File: src/rtl/serial_subtractor.sv
// serial_subtractor: bit-serial WIDTH-bit subtractor, one full-subtractor cell, start/busy/done handshake
// Ports: clk, rst (async, active-high); start, a, b, bin sampled on the accepting edge;
//        busy (RUN), done (one-cycle pulse), diff = a - b - bin mod 2^WIDTH, bout = borrow-out.
module serial_subtractor #(
    parameter int WIDTH = 8
) (
    input  logic             clk,
    input  logic             rst,
    input  logic             start,
    input  logic [WIDTH-1:0] a,
    input  logic [WIDTH-1:0] b,
    input  logic             bin,
    output logic             busy,
    output logic             done,
    output logic [WIDTH-1:0] diff,
    output logic             bout
);
    localparam int CW = (WIDTH > 1) ? $clog2(WIDTH) : 1;
    typedef enum logic [1:0] {IDLE, RUN, DONE} state_t;
    state_t           r_state;
    logic [WIDTH-1:0] r_a;
    logic [WIDTH-1:0] r_b;
    logic [WIDTH-1:0] r_res;
    logic             r_br;
    logic [CW-1:0]    r_cnt;
    logic             w_d;
    logic             w_br_next;
    logic             w_last;
    logic [WIDTH-1:0] w_res_next;
    assign w_d       = r_a[0] ^ r_b[0] ^ r_br;
    assign w_br_next = (~r_a[0] & r_b[0]) | (~(r_a[0] ^ r_b[0]) & r_br);
    assign w_last    = r_cnt == CW'(WIDTH - 1);
    // each new difference bit enters at the MSB so bit 0 ends up at the LSB after WIDTH shifts
    generate
        if (WIDTH == 1) begin : g_one
            assign w_res_next = w_d;
        end else begin : g_many
            assign w_res_next = {w_d, r_res[WIDTH-1:1]};
        end
    endgenerate
    always_ff @(posedge clk or posedge rst) begin
        if (rst) begin
            r_state <= IDLE;
            r_a     <= '0;
            r_b     <= '0;
            r_res   <= '0;
            r_br    <= 1'b0;
            r_cnt   <= '0;
            busy    <= 1'b0;
            done    <= 1'b0;
            diff    <= '0;
            bout    <= 1'b0;
        end else begin
            case (r_state)
                RUN: begin
                    r_a   <= r_a >> 1;
                    r_b   <= r_b >> 1;
                    r_res <= w_res_next;
                    r_br  <= w_br_next;
                    r_cnt <= r_cnt + 1'b1;
                    if (w_last) begin
                        diff    <= w_res_next;
                        bout    <= w_br_next;
                        busy    <= 1'b0;
                        done    <= 1'b1;
                        r_state <= DONE;
                    end
                end
                default: begin
                    done <= 1'b0;
                    if (start) begin
                        r_a     <= a;
                        r_b     <= b;
                        r_br    <= bin;
                        r_cnt   <= '0;
                        busy    <= 1'b1;
                        r_state <= RUN;
                    end else begin
                        r_state <= IDLE;
                    end
                end
            endcase
        end
    end
endmodule

File: config.mk
export PLATFORM = sky130hd
export DESIGN_NAME = serial_subtractor
export DESIGN_NICKNAME = d
export VERILOG_FILES = /design/src/rtl/serial_subtractor.sv
export SDC_FILE = /design/constraint.sdc
export NUM_CORES = 1
export LEC_CHECK = 0
export ABC_AREA = 1
export BUFFER_PORTS_ARGS = -buffer_cell sky130_fd_sc_hd__buf_2
export CORE_MARGIN = 2
export CORE_UTILIZATION = 54
export CTS_BUF_LIST = sky130_fd_sc_hd__clkbuf_16
export CTS_CLUSTER_SIZE = 30
export DETAILED_ROUTE_END_ITERATION = 6
export GPL_ROUTABILITY_DRIVEN = 0
export MAX_ROUTING_LAYER = met4
export PLACE_DENSITY = 0.77
export SYNTH_ARGS = -nofsm -noshare
export SYNTH_HDL_FRONTEND = slang
export SYNTH_SLANG_ARGS = --single-unit
File: constraint.sdc
create_clock -name clk -period 1.5 [get_ports clk]
set_input_delay 0.3 -clock clk [delete_from_list [all_inputs] [get_ports clk]]
set_output_delay 0.3 -clock clk [all_outputs]
set_load 0.01 [all_outputs]
# After elaboration in Yosys (flattened, before gate mapping)
# Cells that the tools add are included.
# word_totals
regBits,41
# classes
n_addsub,1
n_eq_ne,3
mux,16
bitwise,7
reduce_logical,3
# ops
operator,count
$mux 8,4
$mux 1,8
$mux 3,2
$mux 2,2
$reduce_and 2->1,2
$add 3x1->3 const B,1
$eq 3x3->1 const B,1
$and 1x1->1,2
$eq 2x1->1 const B,1
$ne 2x2->1 const B,1
$not 1->1,2
$reduce_bool 2->1,1
$xor 1x1->1,2
$or 1x1->1,1

# Depth between registers and ports, before layout
# logic_depth
depth_word,5
depth_mapped,7
mapped_depth_nobuf,6

# Worst setup path before layout
# No wires, ideal clock.
# synth_path
kind,register -> register
from,register r_cnt[0]
to,register diff[1]
setup_time_ns,0.117
arrival_time_ns,1.102
required_time_ns,1.383
setup_slack_ns,0.281
path_stages_with_launch,8
n_path_buf,1
path_cell_list,dfrtp_1 > ha_1 > ha_1 > inv_1 > nor2_2 > buf_4 > nand2_1 > nand2_1
# synth_via
elab_chain_len,2
# synth_rtl
element,line,source
"start, declared",25,logic [CW-1:0] r_cnt;
"start signal, assigned",60,r_cnt <= r_cnt + 1'b1;
$eq 3x3->1,32,assign w_last = r_cnt == CW'(WIDTH - 1);
$reduce_and 2->1 (no line),--,
"end signal, assigned",62,diff <= w_res_next;
"end, declared",15,"output logic [WIDTH-1:0] diff,"
# No other way between the ends.
# A chain may end at the register's enable or synchronous reset.

# Final worst setup path
# layout_path
from,register r_cnt[0]
to,register diff[6]
# Same word-level chain as after synthesis.

==> results.json <==
{
  "vdd_drop_max_v": 0.000987,
  "dieArea_um2": 3580,
  "outcome": "finished clean",
  "cts_tree": "done",
  "setup_violations": 0,
  "synthArstFlopShare": 1.00,
  "crit_required_ns": 1.71,
  "grt_max_degree": 40,
  "diodes": 0,
  "cts_root_buf": "clkbuf_16",
  "die_w_um": 59.8,
  "drc": 0,
  "netlist_instances": 192,
  "critPathTopFamily": "simple AND/OR/NAND/NOR gates",
  "avgRoutedWirePerCell_um": 12.1,
  "clock_latency_ns": 0.27,
  "final-hold-violation-count": 0,
  "fmax_mhz": 781,
  "arrival_ns": 1.49,
  "power_density_nw_per_um2": 2000,
  "synth_top_flop_cell": "dfrtp_1",
  "clock_sinks": 39,
  "core_um2": 3000,
  "dr.first_iter.drc_count": 62,
  "syn_nets": 215,
  "min_period_ns": 1.28,
  "die_h_um": 59.8,
  "clkSlewWorstSetupHoldPaths_ns": 0.05,
  "synthToLayoutAreaGrowth_pct": 19.2,
  "endpoint_kind": "flop",
  "yosysMostFrequentCell": "nand2_1",
  "max_stage_delay_ns": 0.37,
  "slew_violations": 0,
  "fillers": 264,
  "ys_types": 15,
  "r2r_slack_ns": 0.22,
  "fin_nets": 247,
  "syn_area_um2": 1680,
  "avgSynthCellArea_um2": 8.77,
  "synth_top_area_cell": "dfrtp_1",
  "cp-start-kind": "flop",
  "finalCoreUtilization": 0.668,
  "synth_edf_count": 0,
  "ys_seq_elements": 39,
  "finalWirelength_um": 3120,
  "timing.final.crit_share": 0.854,
  "post-dp-hpwl_um": 2070,
  "leakagePower_nw": 1.09,
  "clock_skew_ns": 0.00310,
  "grt_pass1_vias": 1228,
  "synth.top_cell.area_share": 0.579,
  "postCtsHoldBufs": 0,
  "ys_top_cells_by_area": "dfrtp_1, nand2_1, nand3_1",
  "seq_area_frac_synth": 0.579,
  "vias": 1348,
  "cts_made_buffers": 5,
  "grt_pass1_wl_um": 5280,
  "grt_usage": 0.206,
  "viasPerCell": 5.22,
  "crit_fanout": 12,
  "rsz0062_at_grt": "false",
  "hold_class": "in -> async",
  "ant_nets": 0,
  "worst_pin_slew_ns": 0.479,
  "synthTopCellsByCount": "nand2_1, nand3_1, dfrtp_1",
  "drt-pass1-iter-count": 4,
  "clock_path_buffers": 2,
  "antenna_found_initial": 0,
  "initial_core_util": 0.561,
  "critPathSlowestCell": "dfrtp_1",
  "ioPinCount": 31,
  "tns_ns": 0,
  "cp_cell_sequence": "ha_1 -> ha_1 -> inv_1 -> nor2_4 -> nand2_1 -> nand2_1",
  "maxCapViolations": 0,
  "grt_overflow": 0,
  "relSlewSlack": 0.680,
  "drive_gt1_frac": 0.200,
  "htree_levels": 2,
  "io_buffers": 30,
  "postCtsSetupBuffers": 0,
  "criticalPathCategory": "reg -> reg",
  "ys.warnings.count": 0,
  "cts.repair.resized": 0,
  "num_rows": 20,
  "cp_num_buf_inv": 1
}
-- layout by cell type (no fill, tap or decap), drive strengths merged --
| master | n |
|---|---|
| nand2 | 75 |
| nand3 | 47 |
| dfrtp | 39 |
| buf | 35 |
| inv | 12 |
| clkbuf | 5 |
| nor2 | 4 |
| o21ai | 2 |
| ha | 2 |
| clkinv | 2 |
| a21oi | 1 |
| fa | 1 |
-- final cells by class --
type	instances	area (µm²)	area share
repair buffers	35	200	0.0998
clock inverters	3	11.3	0.00561
multi-input cells	132	612	0.305
well taps	33	41.3	0.0206
clock buffers	5	125	0.0623
inverters	11	41.3	0.0206
flip-flops and latches	39	976	0.486
-- per-layer routing --
metal	routed length, µm	vias up	track usage
met5	0	-	-
met4	34	0	0.0730
met3	143	5	0.0541
met2	1550	33	0.307
met1	1390	634	0.274
li1	-	676	-
-- worst min-delay path, stage by stage --
cell and delay [ns]:
buf_2 0.10, inv_1 0.04, buf_4 0.40
-- worst paths after layout --
path | cells past startpoint | start | end
max | 6 | r_cnt[0] | diff[6]
max in group asynchronous | 3 | rst | r_b[4]
min | 3 | rst | diff[5]
max reg2reg | 6 | r_cnt[0] | diff[6]
min reg2reg | 2 | diff[1] | diff[1]
min in group clk | 3 | b[7] | r_b[7]
-- metrics by stage --
step / instances / total power [mW] / area (µm²) / hold slack (ns) / setup WS, ns
global placement: 250 / 3.02 / 1870 / 0.433 / 0.197
global route: 258 / 4.33 / 2010 / 0.183 / 0.0849
floorplan: 192 / 2.67 / 1680 / 0.442 / 0.281
CTS: 258 / 4.05 / 2000 / 0.149 / 0.0758
detailed placement: 250 / 3.07 / 1870 / 0.435 / 0.112
finish: 258 / 4.02 / 2010 / 0.130 / 0.220
-- flip-flops by register name (all words and copies together), names as in the netlist --
| name | count |
|---|---|
| bout | 1 |
| busy | 1 |
| r_b | 8 |
| done | 1 |
| r_cnt | 3 |
| r_state | 1 |
| r_res | 7 |
| r_br | 1 |
| diff | 8 |
| r_a | 8 |
-- where the power goes --
group | total [mW] | switching [mW] | internal (mW)
clock network | 0.954 | 0.358 | 0.597
logic | 1.35 | 0.811 | 0.538
registers | 1.72 | 0.239 | 1.48
-- cell families (layout without fill, tap and decap cells) --
logic type / Yosys count / after routing / synth area share
DFF: 39 / 39 / 0.579
and+or+nand+nor: 126 / 126 / 0.325
buffers and inverters: 21 / 54 / 0.0602
adders and majority gates: 3 / 3 / 0.0267
AOI/OAI and AO/OA: 3 / 3 / 0.00891
(Power assumes the default switching activity.)
